<file path="src/rtl/idu_sb_stage.sv">
// idu_sb_stage: pipelined RV64 decode stage.
// Classifies the instruction format, builds the sign-extended immediate and
// reads the GPR file. A per-register busy scoreboard stalls the stage on
// RAW/WAW hazards. The bundle is registered, so latency is one cycle.
// Optional macro IDU_SB_WB_BYPASS_EN: when defined, writeback data is
// forwarded straight into the decode cycle, so a consumer of the retiring
// register issues in the writeback cycle instead of one cycle later.
module idu_sb_stage #(
  parameter int XLEN     = 64,
  parameter int INST_LEN = 32,
  parameter int NR_REG   = 32,
  parameter int REG_SEL  = 5
) (
  input  logic                clk,
  input  logic                rst,
  input  logic                in_valid,
  output logic                in_ready,
  input  logic [INST_LEN-1:0] in_inst,
  input  logic [XLEN-1:0]     in_pc,
  output logic                out_valid,
  input  logic                out_ready,
  output logic [XLEN-1:0]     out_pc,
  output logic [XLEN-1:0]     out_src1,
  output logic [XLEN-1:0]     out_src2,
  output logic [XLEN-1:0]     out_imm,
  output logic [INST_LEN-1:0] out_inst,
  output logic [REG_SEL-1:0]  out_rd,
  output logic                out_wen,
  output logic [2:0]          out_fmt,
  output logic                out_illegal,
  input  logic                wb_valid,
  input  logic [REG_SEL-1:0]  wb_rd,
  input  logic [XLEN-1:0]     wb_data,
  input  logic                flush
);

  localparam logic [2:0] FMT_R   = 3'd0;
  localparam logic [2:0] FMT_I   = 3'd1;
  localparam logic [2:0] FMT_S   = 3'd2;
  localparam logic [2:0] FMT_B   = 3'd3;
  localparam logic [2:0] FMT_U   = 3'd4;
  localparam logic [2:0] FMT_J   = 3'd5;
  localparam logic [2:0] FMT_INV = 3'd7;

  localparam logic [6:0] OPC_SYSTEM = 7'b1110011;

  function automatic logic [2:0] decode_fmt(input logic [6:0] opc);
    logic [2:0] f;
    case (opc)
      7'b0110011, 7'b0111011:                         f = FMT_R;
      7'b0010011, 7'b0011011, 7'b0000011, 7'b1100111,
      7'b1110011:                                     f = FMT_I;
      7'b0100011:                                     f = FMT_S;
      7'b1100011:                                     f = FMT_B;
      7'b0110111, 7'b0010111:                         f = FMT_U;
      7'b1101111:                                     f = FMT_J;
      default:                                        f = FMT_INV;
    endcase
    return f;
  endfunction

  function automatic logic signed [XLEN-1:0] build_imm(input logic [INST_LEN-1:0] inst,
                                                       input logic [2:0]          fmt);
    logic signed [XLEN-1:0] imm;
    case (fmt)
      FMT_I:   imm = {{(XLEN-12){inst[31]}}, inst[31:20]};
      FMT_S:   imm = {{(XLEN-12){inst[31]}}, inst[31:25], inst[11:7]};
      FMT_B:   imm = {{(XLEN-12){inst[31]}}, inst[7], inst[30:25], inst[11:8], 1'b0};
      FMT_U:   imm = {{(XLEN-32){inst[31]}}, inst[31:12], 12'b0};
      FMT_J:   imm = {{(XLEN-20){inst[31]}}, inst[19:12], inst[20], inst[30:21], 1'b0};
      default: imm = '0;
    endcase
    return imm;
  endfunction

  logic [XLEN-1:0]        regs [NR_REG];
  logic [NR_REG-1:0]      busy;
  logic [NR_REG-1:0]      busy_nxt;

  logic                   vld_p1;
  logic [XLEN-1:0]        pc_p1;
  logic [XLEN-1:0]        src1_p1;
  logic [XLEN-1:0]        src2_p1;
  logic signed [XLEN-1:0] imm_p1;
  logic [INST_LEN-1:0]    inst_p1;
  logic [REG_SEL-1:0]     rd_p1;
  logic                   wen_p1;
  logic [2:0]             fmt_p1;
  logic                   illegal_p1;

  // ---- p0: decode, regfile read, hazard check ----
  logic [6:0]             opc_p0;
  logic [2:0]             fmt_p0;
  logic signed [XLEN-1:0] imm_p0;
  logic [REG_SEL-1:0]     rd_p0, rs1_p0, rs2_p0;
  logic                   use1_p0, use2_p0, wen_p0;
  logic                   byp1_p0, byp2_p0;
  logic                   hazard_p0, accept_p0;
  logic [XLEN-1:0]        src1_p0, src2_p0;

  assign opc_p0  = in_inst[6:0];
  assign fmt_p0  = decode_fmt(opc_p0);
  assign imm_p0  = build_imm(in_inst, fmt_p0);
  assign rd_p0   = in_inst[7 +: REG_SEL];
  assign rs1_p0  = in_inst[15 +: REG_SEL];
  assign rs2_p0  = in_inst[20 +: REG_SEL];
  assign use1_p0 = (fmt_p0 == FMT_R) || (fmt_p0 == FMT_I) ||
                   (fmt_p0 == FMT_S) || (fmt_p0 == FMT_B);
  assign use2_p0 = (fmt_p0 == FMT_R) || (fmt_p0 == FMT_S) || (fmt_p0 == FMT_B);
  assign wen_p0  = ((fmt_p0 == FMT_R) || (fmt_p0 == FMT_U) || (fmt_p0 == FMT_J) ||
                    ((fmt_p0 == FMT_I) && (opc_p0 != OPC_SYSTEM))) && (rd_p0 != '0);

`ifdef IDU_SB_WB_BYPASS_EN
  assign byp1_p0 = wb_valid && (wb_rd == rs1_p0) && (rs1_p0 != '0);
  assign byp2_p0 = wb_valid && (wb_rd == rs2_p0) && (rs2_p0 != '0);
`else
  assign byp1_p0 = 1'b0;
  assign byp2_p0 = 1'b0;
`endif

  // x0 is never busy and regs[0] is never written, so index 0 reads 0 here.
  assign src1_p0 = !use1_p0 ? '0 : (byp1_p0 ? wb_data : regs[rs1_p0]);
  assign src2_p0 = !use2_p0 ? '0 : (byp2_p0 ? wb_data : regs[rs2_p0]);

  assign hazard_p0 = (use1_p0 && busy[rs1_p0] && !byp1_p0) ||
                     (use2_p0 && busy[rs2_p0] && !byp2_p0) ||
                     (wen_p0 && busy[rd_p0]);
  assign in_ready  = (!vld_p1 || out_ready) && !hazard_p0 && !flush;
  assign accept_p0 = in_valid && in_ready;

  // Next scoreboard: writeback clears, a new accept sets; set wins on a tie.
  always_comb begin
    busy_nxt = busy;
    if (wb_valid && (wb_rd != '0)) busy_nxt[wb_rd] = 1'b0;
    if (accept_p0 && wen_p0)       busy_nxt[rd_p0] = 1'b1;
  end

  // Scoreboard register; flush discards every outstanding destination.
  always_ff @(posedge clk or negedge rst) begin
    if (!rst)       busy <= '0;
    else if (flush) busy <= '0;
    else            busy <= busy_nxt;
  end

  // GPR file; writes to x0 are dropped, and flush does not block writeback.
  always_ff @(posedge clk or negedge rst) begin
    if (!rst) begin
      for (int i = 0; i < NR_REG; i++) regs[i] <= '0;
    end else if (wb_valid && (wb_rd != '0)) begin
      regs[wb_rd] <= wb_data;
    end
  end

  // ---- p1: registered bundle towards EXU ----
  // Bundle valid: set on accept, dropped on transfer or flush.
  always_ff @(posedge clk or negedge rst) begin
    if (!rst)           vld_p1 <= 1'b0;
    else if (flush)     vld_p1 <= 1'b0;
    else if (accept_p0) vld_p1 <= 1'b1;
    else if (out_ready) vld_p1 <= 1'b0;
  end

  // Bundle payload: loads only on accept, so it holds while EXU back-pressures.
  always_ff @(posedge clk or negedge rst) begin
    if (!rst) begin
      pc_p1      <= '0;
      src1_p1    <= '0;
      src2_p1    <= '0;
      imm_p1     <= '0;
      inst_p1    <= '0;
      rd_p1      <= '0;
      wen_p1     <= 1'b0;
      fmt_p1     <= 3'd0;
      illegal_p1 <= 1'b0;
    end else if (accept_p0) begin
      pc_p1      <= in_pc;
      src1_p1    <= src1_p0;
      src2_p1    <= src2_p0;
      imm_p1     <= imm_p0;
      inst_p1    <= in_inst;
      rd_p1      <= rd_p0;
      wen_p1     <= wen_p0;
      fmt_p1     <= fmt_p0;
      illegal_p1 <= (fmt_p0 == FMT_INV);
    end
  end

  assign out_valid   = vld_p1;
  assign out_pc      = pc_p1;
  assign out_src1    = src1_p1;
  assign out_src2    = src2_p1;
  assign out_imm     = imm_p1;
  assign out_inst    = inst_p1;
  assign out_rd      = rd_p1;
  assign out_wen     = wen_p1;
  assign out_fmt     = fmt_p1;
  assign out_illegal = illegal_p1;

endmodule

</file>
<file path="config.mk">
export PLATFORM = sky130hd
export DESIGN_NAME = idu_sb_stage
export DESIGN_NICKNAME = d
export VERILOG_FILES = /design/src/rtl/idu_sb_stage.sv
export SDC_FILE = /design/constraint.sdc
export NUM_CORES = 2
export LEC_CHECK = 0
export BUFFER_PORTS_ARGS = -buffer_cell sky130_fd_sc_hd__buf_2
export CAP_MARGIN = 20
export CELL_PAD_IN_SITES_DETAIL_PLACEMENT = 0
export CELL_PAD_IN_SITES_GLOBAL_PLACEMENT = 1
export CORE_MARGIN = 5
export CORE_UTILIZATION = 36
export CTS_CLUSTER_DIAMETER = 150
export DETAILED_ROUTE_END_ITERATION = 7
export GPL_TIMING_DRIVEN = 0
export PLACE_DENSITY = 0.58
export SETUP_SLACK_MARGIN = 0.02
export SLEW_MARGIN = 20
export SYNTH_ARGS = -nofsm -noshare
export SYNTH_HDL_FRONTEND = slang
export SYNTH_SLANG_ARGS = --single-unit
</file>
<file path="constraint.sdc">
create_clock -name clk -period 4.3 [get_ports clk]
set_input_delay 0.645 -clock clk [delete_from_list [all_inputs] [get_ports clk]]
set_output_delay 0.645 -clock clk [all_outputs]
set_load 0.01 [all_outputs]
</file>
==> flow_metrics.env <==
export IMPL_wire_per_inst_um=35.5
export IMPL_synth_commonest_cells="2342 x dfrtp_1, 1988 x mux2_2, 1288 x mux4_2, 686 x clkbuf_1, 220 x mux2_4"
export IMPL_place_inst=12400
export IMPL_synthTopCellsByArea="dfrtp_1 48%, mux4_2 24%, mux2_2 18%"
export IMPL_fin_setup_tns_ns=0
export IMPL_areaGrowthSynthToFinish_pct=17.0
export IMPL_p_int_w=0.0479
export IMPL_antenna_found_initial=62
export IMPL_synth_area_leader_cell="dfrtp_1"
export IMPL_dr_pass1_iters=5
export IMPL_ant_nets=0
export IMPL_vias=76500
export IMPL_yosys_most_used_dff="dfrtp_1"
export IMPL_hold_viol_final=0
export IMPL_drtIter0Drc=6556
export IMPL_htree_levels=5
export IMPL_ys_async_sr_fraction_pct=100
export IMPL_wl_mm=463
export IMPL_initial_utilization_pct=36.1
export IMPL_dieHeight_um=591
export IMPL_synth_avg_cell_area_um2=16.4
export IMPL_ff2ff_setup_slack_ns=1.06
export IMPL_drc=0
export IMPL_via_per_inst=5.86
export IMPL_period_minus_slack_ns=4.27
export IMPL_path_clk_slew_ns=0.06
export IMPL_cp_arrival_ns=5.08
export IMPL_cpLargestDelayFamily="buffers and inverters"
export IMPL_root_buffer="clkbuf_16"
export IMPL_fin_nets=8487
export IMPL_synth_edf_count=0
export IMPL_numCtsBuffers=279
export IMPL_tightest_slew_ns=1.27
export IMPL_netlist_instances=7388
export IMPL_critPathCaptureType="flop"
export IMPL_fin_skew_ns=0.0374
export IMPL_pwr_share_seq_pct=43.3
export IMPL_yosysMostFrequentCell="dfrtp_1"
export IMPL_yosys_warnings=0
export IMPL_die_x_um=591
export IMPL_clk_latency_ns=0.94
export IMPL_grt_usage_pct=26.2
export IMPL_dp_hpwl_mm=338
export IMPL_timing_final_max_slew_violations=0
export IMPL_synth_distinct_cells=62
export IMPL_fillers=30300
export IMPL_stdcell_area_mm2=0.142
export IMPL_num_rows=213
export IMPL_status="complete, no violations"
export IMPL_drive_gt1_share_pct=56.6
export IMPL_syn_area_mm2=0.121
export IMPL_port_buffers=459
export IMPL_max_freq_ghz=0.234
export IMPL_synth_nets=7560
export IMPL_grt_overflow=0
export IMPL_netSwitchingPower_w=0.0184
export IMPL_cts_sinks=2342
export IMPL_combPwrFrac_pct=20.7
export IMPL_power_frac_clock_pct=36.1
export IMPL_synth_seq_cells=2342
export IMPL_cts_tree="done"
export IMPL_required_ns=5.11
export IMPL_crit_type="in -> reg"
export IMPL_setup_violations=0
export IMPL_grt_pass1_vias=80700
export IMPL_placed_area_mm2=0.132
export IMPL_worst_ir_drop_vdd_mv=0.304
export IMPL_whs_ns=0.0459
export IMPL_swShare_pct=27.7
export IMPL_coreArea_mm2=0.336
export IMPL_cp_slowest_cell="clkbuf_2"
export IMPL_fin_crit_sh_pct=99.3
export IMPL_post_route_util_pct=42.3
export IMPL_slew_headroom_pct=15.6
export IMPL_drv_cap=0
export IMPL_stdcell_count=13100
export IMPL_cts_buffer_depth=4
export IMPL_cp_max_fo=10
export IMPL_gp_congestion=0.884
export IMPL_grt_pass1_wl_mm=648
export IMPL_grt_setup_unrepaired="no"
export IMPL_p_leak_nw=61.6
export IMPL_ios=471
export IMPL_path_buf_inv=5
export IMPL_seq_area_frac_synth_pct=48.2
export IMPL_path_cells="clkbuf_1 > clkbuf_2 > buf_16 > clkbuf_2 > clkbuf_1 > mux4_2 > mux4_2 > mux2i_1 > nor2_1 > mux2_4"
export IMPL_post_cts_repair_setup_buffers=0
export IMPL_critPathMaxStageDelay_ns=0.65
export IMPL_hp_class="in -> reg"
export IMPL_netlist_area_leader_share_pct=48.2
export IMPL_grt_max_degree=141
export IMPL_dieArea_mm2=0.349
export IMPL_cp_start_kind="input port"
export IMPL_p_per_area_mw_per_mm2=467
-- power by group through the flow --
stage          sequential (W)  combinational (W)  clock, W
6_report               0.0287             0.0137    0.0239
3_5_place_dp           0.0290             0.0136         0
2_1_floorplan          0.0281            0.00934         0
5_1_grt                0.0291             0.0145    0.0253
4_1_cts                0.0286             0.0137    0.0244
3_3_place_gp           0.0287             0.0131         0
-- cells in the final DEF, fill, tap and decap left out, types with 21 or more instances in the layout --
cell type         n
mux2_1           23
a21oi_1          25
buf_6            31
mux2_4          220
dlygate4sd3_1   104
mux2i_1         177
clkbuf_2        167
inv_1            27
clkbuf_16       287
clkbuf_1        579
buf_4            40
diode_2          30
clkbuf_8         60
nand2_1          31
buf_16           68
a21o_1           21
mux4_2         1288
nor3_1           39
nor2_1          174
dfrtp_1        2341
clkinv_2         37
mux2_2         1988
buf_2           563
-- flip-flops by register name (all words and copies together), names as in the netlist, 3 cells and up --
name / cells
out_src2: 64
out_inst: 32
regs: 2048
out_pc: 64
out_imm: 32
busy: 32
out_fmt: 3
out_src1: 64
-- per-layer routing --
| layer | up-vias | global-route usage [%] | part of all wire, % |
|---|---|---|---|
| met1 | 42100 | 34.8 | 41 |
| met3 | 802 | 5.67 | 7.4 |
| li1 | 30500 | - | - |
| met5 | - | 0.108 | 0.051 |
| met4 | 36 | 10.7 | 4.6 |
| met2 | 3088 | 41.9 | 47 |
-- cells by family (layout without fill, tap and decap cells) --
| group | Yosys count | count (layout) | synth area share [%] |
|---|---|---|---|
| muxes | 3696 | 3696 | 46.7 |
| DFF | 2342 | 2342 | 48.2 |
| buffers and inverters | 919 | 2042 | 3.15 |
| and+or+nand+nor | 329 | 329 | 1.27 |
| AOI/OAI and AO/OA | 99 | 99 | 0.610 |
| xor gates and xnor gates | 2 | 2 | 0.0144 |
| adders and majority gates | 1 | 1 | 0.0103 |
| other | 0 | 30 | 0 |
-- through the flow --
stage | worst slack (ns) | total power (W)
5_1_grt | 0.0852 | 0.0689
6_report | 0.0297 | 0.0663
3_5_place_dp | -1.66 | 0.0426
3_3_place_gp | -50.05 | 0.0418
2_1_floorplan | 0.533 | 0.0375
4_1_cts | 0.0216 | 0.0667
-- path summary, 6_finish.rpt --
path	to	start	cells after the start
max	out_src1[23]	in_inst[16]	10
min	regs[47]	wb_data[47]	2
max reg2reg	out_src1[27]	busy[5]	10
min reg2reg	regs[1993]	regs[1993]	1
max in group asynchronous	regs[1104]	rst	7
min in group asynchronous	out_src2[59]	rst	2
-- layout make-up --
type	count	area, µm²	area share (%)
multi-input combinational	4127	59100	41.6
clock inverter	73	813	0.572
tap	4515	5650	3.98
buffer	891	4110	2.89
clock buffer	404	8220	5.79
timing repair buffer	646	5490	3.86
antenna	30	75.1	0.0528
sequential	2342	58600	41.2
inverter	28	105	0.0740
-- worst register-to-register path, delay by kind of cell, from the launching register on --
kind / cells / cell delay (ns)
muxes: 2 / 0.82
DFF: 1 / 0.46
buffers and inverters: 3 / 0.89
AOI/OAI and AO/OA: 2 / 0.50
and+or+nand+nor: 3 / 0.46
-- what timing repair did --
action / CTS / global route
pin swaps: 0 / 0
hold endpoints to repair: 193 / 0
resized for setup: 29 / 10
cloned: 0 / 0
hold buffers: 104 / 0
endpoints found under the setup margin: 72 / 7
Power figures use the tool's default switching activity.
